## src/rtl/init_gen.sv

```systemverilog
// Memory initialisation sequencer: writes an identity, constant or descending pattern to every table entry.
// Optional macro INIT_READBACK_EN adds a read-back verify pass with rddata input and sticky err output.
module init_gen #(
   parameter int ADDR_W = 8,
   parameter int DATA_W = 8
) (
   input  logic              clk,
   input  logic              rst_n,
   input  logic              en,
   input  logic [1:0]        mode,
   input  logic [DATA_W-1:0] fill_val,
`ifdef INIT_READBACK_EN
   input  logic [DATA_W-1:0] rddata,
   output logic              err,
`endif
   output logic              rdy,
   output logic [ADDR_W-1:0] addr,
   output logic [DATA_W-1:0] wrdata,
   output logic              wren,
   output logic              done
);

   localparam int DEPTH = 2**ADDR_W;
   localparam logic [ADDR_W:0] LAST_IDX = (ADDR_W+1)'(DEPTH-1);
   localparam logic [ADDR_W:0] ONE_IDX  = (ADDR_W+1)'(1);

`ifdef INIT_READBACK_EN
   typedef enum logic [2:0] {
      IDLE       = 3'd0,
      SETUP      = 3'd1,
      WRITE      = 3'd2,
      CHECK      = 3'd3,
      CHECK_LAST = 3'd4
   } state_t;
`else
   typedef enum logic [1:0] {
      IDLE  = 2'd0,
      SETUP = 2'd1,
      WRITE = 2'd2
   } state_t;
`endif

   state_t            state_r, state_s;
   logic [ADDR_W:0]   idx_r, idx_s;
   logic [1:0]        mode_r, mode_s;
   logic [DATA_W-1:0] fill_r, fill_s;
   logic              rdy_r, rdy_s;
   logic              wren_r, wren_s;
   logic              done_r, done_s;
   logic [ADDR_W-1:0] addr_r, addr_s;
   logic [DATA_W-1:0] wrdata_r, wrdata_s;
`ifdef INIT_READBACK_EN
   logic              err_r, err_s;
`endif

   // Pattern value for index i; the index is zero-extended or truncated to the data width.
   function automatic logic [DATA_W-1:0] pattern(input logic [1:0] m,
                                                 input logic [DATA_W-1:0] fv,
                                                 input logic [ADDR_W:0] i);
      logic [ADDR_W:0]        v;
      logic [DATA_W+ADDR_W:0] wide;
      case (m)
         2'b10:   v = LAST_IDX - i;
         default: v = i;
      endcase
      wide = {{DATA_W{1'b0}}, v};
      if (m == 2'b01) begin
         return fv;
      end else begin
         return wide[DATA_W-1:0];
      end
   endfunction

   // Next-state, index, latched configuration and next registered output values.
   always_comb begin
      state_s = state_r;
      idx_s   = idx_r;
      mode_s  = mode_r;
      fill_s  = fill_r;
`ifdef INIT_READBACK_EN
      err_s   = err_r;
`endif
      case (state_r)
         IDLE: begin
            if (en) begin
               state_s = SETUP;
               mode_s  = mode;
               fill_s  = fill_val;
`ifdef INIT_READBACK_EN
               err_s   = 1'b0;
`endif
            end else begin
               state_s = IDLE;
            end
         end
         SETUP: begin
            state_s = WRITE;
            idx_s   = '0;
         end
         WRITE: begin
            if (idx_r == LAST_IDX) begin
`ifdef INIT_READBACK_EN
               state_s = CHECK;
`else
               state_s = IDLE;
`endif
               idx_s = '0;
            end else begin
               idx_s = idx_r + ONE_IDX;
            end
         end
`ifdef INIT_READBACK_EN
         // rddata lags addr by one cycle, so each edge verifies the previous index.
         CHECK: begin
            if ((idx_r != '0) && (rddata != pattern(mode_r, fill_r, idx_r - ONE_IDX))) begin
               err_s = 1'b1;
            end else begin
               err_s = err_r;
            end
            if (idx_r == LAST_IDX) begin
               state_s = CHECK_LAST;
            end else begin
               state_s = CHECK;
            end
            idx_s = idx_r + ONE_IDX;
         end
         CHECK_LAST: begin
            if (rddata != pattern(mode_r, fill_r, idx_r - ONE_IDX)) begin
               err_s = 1'b1;
            end else begin
               err_s = err_r;
            end
            state_s = IDLE;
            idx_s   = '0;
         end
`endif
         default: begin
            state_s = IDLE;
            idx_s   = '0;
         end
      endcase

      rdy_s    = (state_s == IDLE);
      wren_s   = (state_s == WRITE);
      done_s   = (state_s == IDLE) && (state_r != IDLE);
      addr_s   = '0;
      wrdata_s = '0;
      if (state_s == WRITE) begin
         addr_s   = idx_s[ADDR_W-1:0];
         wrdata_s = pattern(mode_s, fill_s, idx_s);
`ifdef INIT_READBACK_EN
      end else if (state_s == CHECK) begin
         addr_s   = idx_s[ADDR_W-1:0];
         wrdata_s = '0;
`endif
      end else begin
         addr_s   = '0;
         wrdata_s = '0;
      end
   end

   // State, index, configuration and output registers.
   always_ff @(posedge clk or negedge rst_n) begin
      if (!rst_n) begin
         state_r  <= IDLE;
         idx_r    <= '0;
         mode_r   <= 2'b00;
         fill_r   <= '0;
         rdy_r    <= 1'b1;
         wren_r   <= 1'b0;
         done_r   <= 1'b0;
         addr_r   <= '0;
         wrdata_r <= '0;
`ifdef INIT_READBACK_EN
         err_r    <= 1'b0;
`endif
      end else begin
         state_r  <= state_s;
         idx_r    <= idx_s;
         mode_r   <= mode_s;
         fill_r   <= fill_s;
         rdy_r    <= rdy_s;
         wren_r   <= wren_s;
         done_r   <= done_s;
         addr_r   <= addr_s;
         wrdata_r <= wrdata_s;
`ifdef INIT_READBACK_EN
         err_r    <= err_s;
`endif
      end
   end

   assign rdy    = rdy_r;
   assign wren   = wren_r;
   assign done   = done_r;
   assign addr   = addr_r;
   assign wrdata = wrdata_r;
`ifdef INIT_READBACK_EN
   assign err    = err_r;
`endif

endmodule
```

## config.mk

```make
export PLATFORM = sky130hd
export DESIGN_NAME = init_gen
export DESIGN_NICKNAME = d
export VERILOG_FILES = /design/src/rtl/init_gen.sv
export SDC_FILE = /design/constraint.sdc
export NUM_CORES = 1
export LEC_CHECK = 0
export CAP_MARGIN = 20
export CORE_MARGIN = 8
export CORE_UTILIZATION = 45
export CTS_BUF_LIST = sky130_fd_sc_hd__clkbuf_4 sky130_fd_sc_hd__clkbuf_8
export DETAILED_ROUTE_END_ITERATION = 8
export HOLD_SLACK_MARGIN = 0.12
export PLACE_DENSITY = 0.7
export SLEW_MARGIN = 0
export SYNTH_ARGS = -nofsm -noshare
export SYNTH_HDL_FRONTEND = slang
export SYNTH_SLANG_ARGS = --single-unit
```

## constraint.sdc

```tcl
create_clock -name clk -period 3.8 [get_ports clk]
set_clock_uncertainty 0.15 [all_clocks]
set_input_delay 1.14 -clock clk [delete_from_list [all_inputs] [get_ports clk]]
set_output_delay 1.14 -clock clk [all_outputs]
set_load 0.02 [all_outputs]
```

Yosys cells after proc, flatten, opt, wreduce, memory -nomap -nowiden. Index checks and enable logic that the tools add are counted. W data, S select, Z words.

Add/sub/neg operators: 2. Equality and inequality tests: 6. Mux-type cells: 13. Reduce and logical (&&, ||, !) cells: 4.

Operators with widths (number): $mux W8 (6); $pmux W9 S2 (1); $add A9 B1 Y9 const B (1); $eq A9 B8 Y1 const B (1); $mux W9 (1); $sub A8 B8 Y8 const A (1); $eq A2 B2 Y1 const B (3); $mux W2 (3); $pmux W2 S3 (1); $eq A2 B1 Y1 const B (2); $logic_not A2 Y1 (2); $reduce_bool A2 Y1 (1); $logic_and A1 B1 Y1 (1); $mux W1 (1).

Bits in registers: 40. Input bits: 13. Output and inout bits: 19. Word-level logic and storage cells: 34.

Longest topological paths before layout.
Depth in word-level cells: 7. Gate-level depth with buffers: 9.

Worst setup path before layout. OpenSTA, ideal clock, no wires.

Path type: input port to flip-flop. Start point: input en. End point: register wrdata_r[5], in the netlist wrdata[5]. Setup time: 87 ps. Arrival time: 2470 ps. Path slack: 1093 ps. Stages: 5. Path buffers: 0. Cells stage by stage: nor3b_4 -> mux2i_1 -> nor2_1 -> mux2_2 -> a211oi_2.

Longest elaborated chain between the ends: 6. Elaborated cells between the ends (all ways): 12.

Ends and longest elaborated chain: start: declaration (line 9) `input logic en,`; $mux W2 (line 85) `if (en) begin`; $mux W2 (line 83) `case (state_r)`; $eq A2 B2 Y1 (line 62) `case (m)`; $mux W8 (line 62); $mux W8 (line 67) `if (m == 2'b01) begin`; $mux W8 (*) (line 148) `if (state_s == WRITE) begin`; net wrdata_s[5] (line 51) `logic [DATA_W-1:0] wrdata_r, wrdata_s;`; end signal: assignment (line 186) `wrdata_r <= wrdata_s;`; end: declaration (line 51).

Mark *: on every way through the listed nets, which the timed path passes. The rest lies on a longest branch.

Worst setup path in the final report.
Start point: input en. End point: register wrdata_r[2], in the netlist wrdata[2].

The elaborated chain is that of the path after synthesis.

==> results.toml <==
[status]
outcome = "finished, final reports clean"

[final_layout]
top_library_cells_by_usage_in_the_layout_fill_and_taps_aside = "sky130_fd_sc_hd__dfrtp_1 (39), sky130_fd_sc_hd__clkdlybuf4s50_1 (30), sky130_fd_sc_hd__nor2_1 (14)"
share_of_cells_above_drive_strength_1 = 0.1624
num-nets-final = 210
antennaDiodeCount = 0
synthToLayoutAreaGrowth_pct = 23.53
layout.cells.most_common = "sky130_fd_sc_hd__dfrtp_1"

[critical_path]
critical-path-slowest-cell = "sky130_fd_sc_hd__mux2i_1"
cpPeakStageDelay_ns = 0.61
reg2reg_slack_ns = 1.28
critPathTopFamily = "multiplexers"
timing.critical_path.required_ns = 3.85
crit_fanout = 8
cp-end-kind = "register"
sort_of_element_at_the_start_of_the_critical_path = "primary input"
path_common_cell = "sky130_fd_sc_hd__a211oi_1"
worst-path-buf-inv = 1
arrival_ns = 3.07
cp_cell_sequence = "clkdlybuf4s50_1, nor3b_4, mux2i_1, a211oi_1, a211oi_1"
timing_worst_setup_path_type = "in -> reg"

[yosys]
synthDominantCellAreaShare = 0.5214
synth_async_sr_flop_share = 1.000
synth_seq_area_share = 0.5354
postSynthCellCount = 163
synthesis.area_per_instance_um2 = 11.48
synth_fp_nets = 177
synth.ff_latch_count = 40
post_synth_main_area_contributors = "sky130_fd_sc_hd__dfrtp_1 (52%), sky130_fd_sc_hd__mux2_2 (3.6%), sky130_fd_sc_hd__mux2i_1 (3.2%)"
synth_flop_cell = "sky130_fd_sc_hd__dfrtp_1"
synthesis.yosys.warnings = 0
synth-edff-count = 0
yosysUniqueCellTypes = 43
netlist_area_um2 = 1872
yosys.area.top_type = "sky130_fd_sc_hd__dfrtp_1"

[timing]
fmax_ghz = 0.3311
setup_total_negative_slack_ns = 0
worst-slew-pin-transition_ns = 0.8916
max_slew_margin = 0.4056
final_count_of_hold_timing_violations = 0
finalSetupViolCount = 0
timing.final.crit_share = 0.7947
final_period_minus_worst_setup_slack_ns = 3.020
rsz_0062_raised_after_global_routing = "no"
fin_max_slew_vios = 0

[global_routing]
grt_start_max_net_pins = 41
via_count_of_the_first_global_routing_pass = 1355
grtUsageTotal = 0.1308
antenna_violations_before_repair = 0
grt.overflow.total = 0
grt_pass1_wl_um = 6486

[power]
cellPowerDensity_nw_per_um2 = 781.8
leakagePower_nw = 0.9619
share_seq_of_total_power = 0.383
power.switching_fraction = 0.3721
max-vdd-ir-drop_uv = 388.6
power_switching_uw = 672.6
combPwrFrac = 0.426
pwr-share-clk = 0.192
power.internal_mw = 1.135
fin_total_pwr_mw = 1.808

[floorplan]
die_h_um = 80.50
rows = 23
initial_standard_cell_utilization_of_the_core = 0.4679
floorplan.io_pins = 32
floorplan.core_area_um2 = 4000
die_width_um = 80.50
die_footprint_um2 = 6479

[detailed_routing]
post_drt_wl_per_cell_um = 15.87
routed-via-count = 1320
totalWireLength_um = 3921
detailedRoute.firstPassIterationCount = 4
vias_per_cell = 5.344
drc = 0
first_iter_violations = 145
ant_nets = 0

[clocking]
tritoncts = "built"
cts_made_buffers = 5
buffer_count_from_post_cts_setup_fixing = 0
insertion_delay_ns = 0.29
clk_pin_slew_worst_paths_ns = 0.08
cts-resized-gates = 0
postCtsHoldBufs = 0
cts-root-to-sink-buffers = 2
cts.sinks = 40
cts_root_buf = "sky130_fd_sc_hd__clkbuf_8"
htreeDepth = 2

[placed_design]
placer_s_final_routability_congestion_estimate = 0.8261
place.port_buffers = 31
place_hpwl_um = 2868

[worst_hold_path]
hold_path.class = "reg -> reg"

[job]
maxCapViolations = 0
cell type report:
| class | instances | area [µm²] |
|---|---|---|
| fillers | 332 | 1688 |
| flip-flops and latches | 40 | 1002 |
| multi-input cells | 109 | 785.8 |
| repair buffers | 34 | 327.8 |
| clock buffers | 6 | 76.32 |
| well taps | 50 | 62.56 |
| clock inverters | 2 | 35.03 |
| inverters | 6 | 22.52 |
cell usage after synthesis (all sizes together), types with 3 or more instances:
cell and instances:
xor2 5, dfrtp 39, nor2b 3, mux2i 7, nand2 12, and2 3, a211oi 9, nand3 7
buf 7, xnor2 5, nand2b 7, a21oi 5, inv 6, mux2 9, o21ai 5, or3 3
nor2 14
kinds of logic after synthesis:
family / synth area share
compound gates: 0.1003
mux: 0.09959
simple gates: 0.1664
xor+xnor: 0.04679
flops: 0.5354
fa+ha+maj: 0.006683
buf+inv: 0.04479
metrics by stage:
stage	cells	hold WS [ns]	cell area [µm²]	utilization	worst slack [ns]
after floorplan	163	0.3140	1872	-	1.093
after global placement	239	0.3305	2201	0.5502	0.6556
after detailed placement	239	0.3319	2201	0.5502	0.4715
after CTS	247	0.3505	2312	0.5780	0.7889
after global routing	247	0.3609	2312	0.5780	0.6754
final	247	0.3481	2312	0.5780	0.7801
routing by layer:
metal,track usage,vias up,share of wire
li1,-,630,-
met1,0.1463,634,0.41
met2,0.2117,47,0.49
met3,0.05580,9,0.075
met4,0.05636,0,0.019
met5,0,-,0
path summary, 6_finish.rpt:
check                          start        end  cells after the start
setup / recovery                  en  wrdata[2]                      5
hold / removal             fill_r[3]  fill_r[3]                      1
setup reg to reg            idx_r[0]  wrdata[7]                      7
hold reg to reg            fill_r[3]  fill_r[3]                      1
max in group asynchronous      rst_n  mode_r[0]                      1
min in group asynchronous      rst_n    addr[2]                      1
power by group through the flow:
stage,Sequential [mW],Clock [mW],Combinational (mW)
4_1_cts,0.692,0.357,0.782
2_1_floorplan,0.709,0,0.530
5_1_grt,0.711,0.377,0.838
3_5_place_dp,0.699,0,0.777
6_report,0.692,0.346,0.769
3_3_place_gp,0.691,0,0.747
registers in the layout (all words and copies together) (netlist names):
name,count
addr,8
done,1
fill_r,8
idx_r,9
mode_r,2
rdy,1
state_r,2
wrdata,8
wren,1
Power figures use the tool's default switching activity.
==> RTL change 1, RTL diff (same settings) <==
Take the reset off `addr_r` and `wrdata_r` and load them in a clocked block of their own.
--- a/src/rtl/init_gen.sv
+++ b/src/rtl/init_gen.sv
@@ -170,6 +170,4 @@
          wren_r   <= 1'b0;
          done_r   <= 1'b0;
-         addr_r   <= '0;
-         wrdata_r <= '0;
 `ifdef INIT_READBACK_EN
          err_r    <= 1'b0;
@@ -183,10 +181,13 @@
          wren_r   <= wren_s;
          done_r   <= done_s;
-         addr_r   <= addr_s;
-         wrdata_r <= wrdata_s;
 `ifdef INIT_READBACK_EN
          err_r    <= err_s;
 `endif
       end
+   end
+
+   always_ff @(posedge clk) begin
+      addr_r   <= addr_s;
+      wrdata_r <= wrdata_s;
    end
 
Behaviour: differs if rst_n is asserted again (counterexample within 4 cycles, from zero or initial values and one cycle with rst_n low); with rst_n held inactive, the same outputs for 10 cycles.
==> RTL change 1 against the original RTL <==
  * Wire length down 7.3%
  * Critical path depth increased by 1
  * Synthesized cell count shrank 1.2%
  * Total power shrank 7.1%
  * Area after synthesis down 6.1%
  * Hold slack better by 7.4 ps
  * Sequential cell count stayed put
  * Combinational power decreased by 9.4%
  * Sequential power shrank 1%
  * Worst setup slack improved by 90 ps
  * First-iteration DRC count fell by 42%
  * Non-clock buffer count did not move
  * Final area decreased by 4.9%
  * Largest cell class unchanged
  * Largest power group unchanged
==> RTL change 1: results (changes against the original RTL) <==
{
  "netlist_top_cells_area": {"value": "sky130_fd_sc_hd__dfrtp_1 (33%), sky130_fd_sc_hd__dfxtp_1 (18%), sky130_fd_sc_hd__mux2_2 (6.4%)"},
  "grt_pass1_wl": {"value": 6.22, "unit": "mm", "change": "-4.1%"},
  "detailed_place_hpwl": {"value": 2.64, "unit": "mm", "change": "-7.9%"},
  "global_route.usage.total": {"value": 12.8, "unit": "%", "change": "-0.24 points"},
  "critPathArrivalTime": {"value": 3010, "unit": "ps", "change": "-60 ps"},
  "crit_slowest_cell": {"value": "sky130_fd_sc_hd__clkdlybuf4s50_1"},
  "yosysWarningCount": {"value": 0, "change": "unchanged"},
  "critical-path-max-stage-delay": {"value": 460, "unit": "ps", "change": "-150 ps"},
  "synth_top_cells_by_count": {"value": "sky130_fd_sc_hd__dfrtp_1 (23), sky130_fd_sc_hd__dfxtp_1 (16), sky130_fd_sc_hd__nor2_1 (15), sky130_fd_sc_hd__mux2_2 (10), sky130_fd_sc_hd__xnor2_1 (8)"},
  "drtIter0Drc": {"value": 84, "change": "-42%"},
  "use_met1": {"value": 14.9, "unit": "%", "change": "+0.22 points"},
  "grtUsageMet2": {"value": 19.1, "unit": "%", "change": "-2.0 points"},
  "dpl.cell_count": {"value": 235, "change": "-1.7%"},
  "cts-buffers-inserted": {"value": 5, "change": "unchanged"},
  "pre_cts_slack": {"value": 584, "unit": "ps", "change": "+112 ps"},
  "synth_cell_type_count": {"value": 47, "change": "+9.3%"},
  "share_of_synthesized_area_occupied_by_flip_flops_and_latches": {"value": 52.5, "unit": "%", "change": "-1.0 points"},
  "synth_async_sr_flop_share": {"value": 60.0, "unit": "%", "change": "-40 points"},
  "place_congestion": {"value": 0.854, "change": "+3.4%"},
  "status": {"value": "completed"},
  "detail_route.wirelength": {"value": 3.63, "unit": "mm", "change": "-7.3%"},
  "peakVddDrop": {"value": 0.372, "unit": "mV", "change": "-4.3%"},
  "grt_max_degree": {"value": 25, "change": "-39%"},
  "regToRegStartpoint": {"value": "state_r[0]"},
  "cp-startpoint": {"value": "en"},
  "detail_route.wl_per_cell": {"value": 15.0, "unit": "um", "change": "-5.8%"},
  "cpLargestDelayFamily": {"value": "simple AND/OR/NAND/NOR gates"},
  "total_leakage_power": {"value": 0.891, "unit": "nW", "change": "-7.3%"},
  "final_layout_size_suffix_gt1_share": {"value": 16.9, "unit": "%", "change": "+0.68 points"},
  "final_nets": {"value": 208, "change": "-0.95%"},
  "postSynthNetCount": {"value": 175, "change": "-1.1%"},
  "synth.avg_cell_area": {"value": 10.9, "unit": "um^2", "change": "-5.0%"}
}
==> RTL change 1: path summary, 6_finish.rpt <==
path,end,slack (ps),depth (start not counted)
max,wrdata[7],870,6
min,fill_r[3],360,1
max reg2reg,wrdata[7],1560,5
min reg2reg,fill_r[3],360,1
max in group asynchronous,rdy,2150,2
min in group asynchronous,done,1050,2
==> RTL change 1: area by class of cell <==
class | instances | area [um^2]
well taps | 48 | 60.1
multi-input cells | 105 | 757
inverters | 8 | 30.0
flip-flops and latches | 40 | 922
clock inverters | 1 | 7.51
clock buffers | 7 | 90.1
repair buffers | 34 | 333
fillers | 337 | 1520
==> RTL change 1: power by group through the flow <==
stage | Clock (mW) | Combinational [mW] | Sequential, mW
final | 0.299 | 0.697 | 0.684
after global routing | 0.324 | 0.768 | 0.703
after CTS | 0.302 | 0.706 | 0.683
after detailed placement | 0 | 0.700 | 0.690
after global placement | 0 | 0.692 | 0.685
after floorplan | 0 | 0.466 | 0.704
==> RTL change 1: worst register-to-register path: stages, from the launching register on <==
cell	delay, ps
sky130_fd_sc_hd__dfrtp_1	550
sky130_fd_sc_hd__nor3b_4	510
sky130_fd_sc_hd__mux2i_1	350
sky130_fd_sc_hd__nand2_1	120
sky130_fd_sc_hd__or4_4	430
sky130_fd_sc_hd__o211ai_2	70
==> RTL change 1: routing by layer <==
layer  share of wire [%]  vias up
met1                  43      616
met2                  47       49
li1                    -      626
met5                   0        -
met4                0.94        0
met3                 8.8        4
==> RTL change 1: stage by stage <==
| stage | power [mW] | area [um^2] | util, % |
|---|---|---|---|
| global route | 1.79 | 2200 | 59.2 |
| CTS | 1.69 | 2200 | 59.2 |
| floorplan | 1.17 | 1760 | - |
| global placement | 1.38 | 2100 | 56.6 |
| detailed placement | 1.39 | 2100 | 56.6 |
| finish | 1.68 | 2200 | 59.2 |
==> RTL change 1: kinds of logic (layout without fill, tap and decap cells) <==
| kind of cell | after synthesis | in the layout | share of synthesized area (%) |
|---|---|---|---|
| compound gates | 29 | 29 | 12.1 |
| fa+ha+maj | 1 | 1 | 0.712 |
| mux | 12 | 12 | 7.55 |
| xor+xnor | 11 | 11 | 5.48 |
| buf+inv | 16 | 50 | 4.42 |
| flops | 40 | 40 | 52.5 |
| simple gates | 52 | 52 | 17.2 |
==> RTL change 2, RTL diff (config.mk and constraints unchanged) <==
Without the edit above. Add a define of `INIT_READBACK_EN`.
--- a/src/rtl/init_gen.sv
+++ b/src/rtl/init_gen.sv
@@ -1,4 +1,6 @@
 // Memory initialisation sequencer: writes an identity, constant or descending pattern to every table entry.
 // Optional macro INIT_READBACK_EN adds a read-back verify pass with rddata input and sticky err output.
+`define INIT_READBACK_EN
+
 module init_gen #(
    parameter int ADDR_W = 8,
Ports: changed (added err and rddata); port bits go from 32 to 41. The function was not compared with the original's and may differ.
==> RTL change 2 against the original RTL <==
  * Die area rose by 28%
  * Hold slack improved by 63 ps
  * Total power up 29%
  * Worst setup slack got worse by 170 ps
  * Largest cell class is now multi-input gates
  * Final area grew 31%
  * Wire length grew 55%
  * Critical path depth grew 5
  * Sequential cell count grew 2
  * Area after synthesis rose by 36%
  * Final cell count up 46%
  * Sequential share of layout area fell by 8.6 points
==> RTL change 2: results (changes against the original RTL) <==
{
  "regToRegStartpoint": {"value": "idx_r[1]"},
  "share_of_synthesized_area_occupied_by_flip_flops_and_latches": {"value": 41.5, "unit": "%", "change": "-12 points"},
  "detailed_place_hpwl": {"value": 4.49, "unit": "mm", "change": "+57%"},
  "place_congestion": {"value": 0.926, "change": "+12%"},
  "total_leakage_power": {"value": 1.27, "unit": "nW", "change": "+32%"},
  "pre_cts_slack": {"value": 451, "unit": "ps", "change": "-20.2 ps"},
  "worst_r2r_endpoint": {"value": "wrdata[2]"},
  "drtIter0Drc": {"value": 117, "change": "-19%"},
  "fillCellCount": {"value": 507, "change": "+53%"},
  "detail_route.wl_per_cell": {"value": 16.8, "unit": "um", "change": "+6.1%"},
  "dpl.cell_count": {"value": 353, "change": "+48%"},
  "number_of_antenna_violations_at_the_first_check_in_global_routing": {"value": 0, "change": "unchanged"},
  "regToRegSetupSlack": {"value": 610, "unit": "ps", "change": "-670 ps"},
  "timing_worst_slew_pin_value": {"value": 915, "unit": "ps", "change": "+23.5 ps"},
  "crit_slowest_cell": {"value": "sky130_fd_sc_hd__dfrtp_1"},
  "placedInstanceArea": {"value": 0.00291, "unit": "mm^2", "change": "+32%"},
  "synth_top_cells_by_count": {"value": "sky130_fd_sc_hd__dfrtp_1 (41), sky130_fd_sc_hd__nor2_1 (28), sky130_fd_sc_hd__inv_1 (19), sky130_fd_sc_hd__xor2_1 (12)"},
  "global_route.usage.total": {"value": 14.8, "unit": "%", "change": "+1.7 points"},
  "peakVddDrop": {"value": 0.369, "unit": "mV", "change": "-4.9%"},
  "final_hold_slack": {"value": 411, "unit": "ps", "change": "+63.1 ps"},
  "postSynthCellCount": {"value": 255, "change": "+56%"},
  "routed-via-count": {"value": 2003, "change": "+52%"},
  "synth_cell_type_count": {"value": 58, "change": "+35%"},
  "grt_max_degree": {"value": 43, "change": "+4.9%"},
  "first_global_vias": {"value": 2111, "change": "+56%"},
  "r2r.worst_path.cells": {"value": 10, "change": "+3"},
  "port_buffers": {"value": 40, "change": "+29%"},
  "whs_endpoint": {"value": "fill_r[1]"},
  "grt_pass1_wl": {"value": 10.2, "unit": "mm", "change": "+57%"},
  "final_layout_size_suffix_gt1_share": {"value": 10.4, "unit": "%", "change": "-5.8 points"},
  "critPathArrivalTime": {"value": 3230, "unit": "ps", "change": "+160 ps"},
  "status": {"value": "completed"},
  "cpLargestDelayFamily": {"value": "simple AND/OR/NAND/NOR gates"},
  "critical-path-max-stage-delay": {"value": 530, "unit": "ps", "change": "-80 ps"},
  "netlist_top_cells_area": {"value": "sky130_fd_sc_hd__dfrtp_1 (40%), sky130_fd_sc_hd__nor2_1 (4.1%), sky130_fd_sc_hd__xor2_1 (4.1%)"}
}
[RTL change 2: layer usage]
metal | global-route usage, % | wire length, um | vias up
li1 | - | - | 965
met2 | 24.8 | 2940 | 60
met4 | 4.91 | 80 | 0
met5 | 0 | 0 | -
met1 | 18.6 | 2750 | 971
met3 | 2.80 | 290 | 7
[RTL change 2: worst max-delay path by stage]
stage / start / to / slack (ps) / cells past startpoint
after global routing: idx_r[1] / wrdata[5] / 360 / 10
final: idx_r[1] / wrdata[2] / 610 / 10
after detailed placement: en / wrdata[7] / 450 / 8
after floorplan: en / err / 1060 / 6
after CTS: idx_r[1] / wrdata[2] / 610 / 10
after global placement: en / wrdata[7] / 530 / 8
[RTL change 2: logic make-up after synthesis]
group           synth area share, %
mux                            5.13
fa+ha+maj                      2.47
flops                          41.5
buf+inv                        7.99
xor+xnor                       9.47
compound gates                 15.1
simple gates                   18.4
[RTL change 2: cell type report]
cell class / count / area [um^2] / area share, %
clock buffer: 6 / 82.6 / 2.73
clock inverter: 1 / 30.0 / 0.992
inverter: 19 / 71.3 / 2.36
multi-input combinational: 177 / 1280 / 42.4
sequential: 42 / 1050 / 34.8
tap: 72 / 90.1 / 2.98
timing repair buffer: 43 / 418 / 13.8
[RTL change 2: report_power, final]
group | switching, mW | leakage (nW) | internal, mW
clock network | 0.150 | 0.0573 | 0.210
logic | 0.613 | 0.718 | 0.547
registers | 0.199 | 0.499 | 0.617
total | 0.962 | 1.27 | 1.37
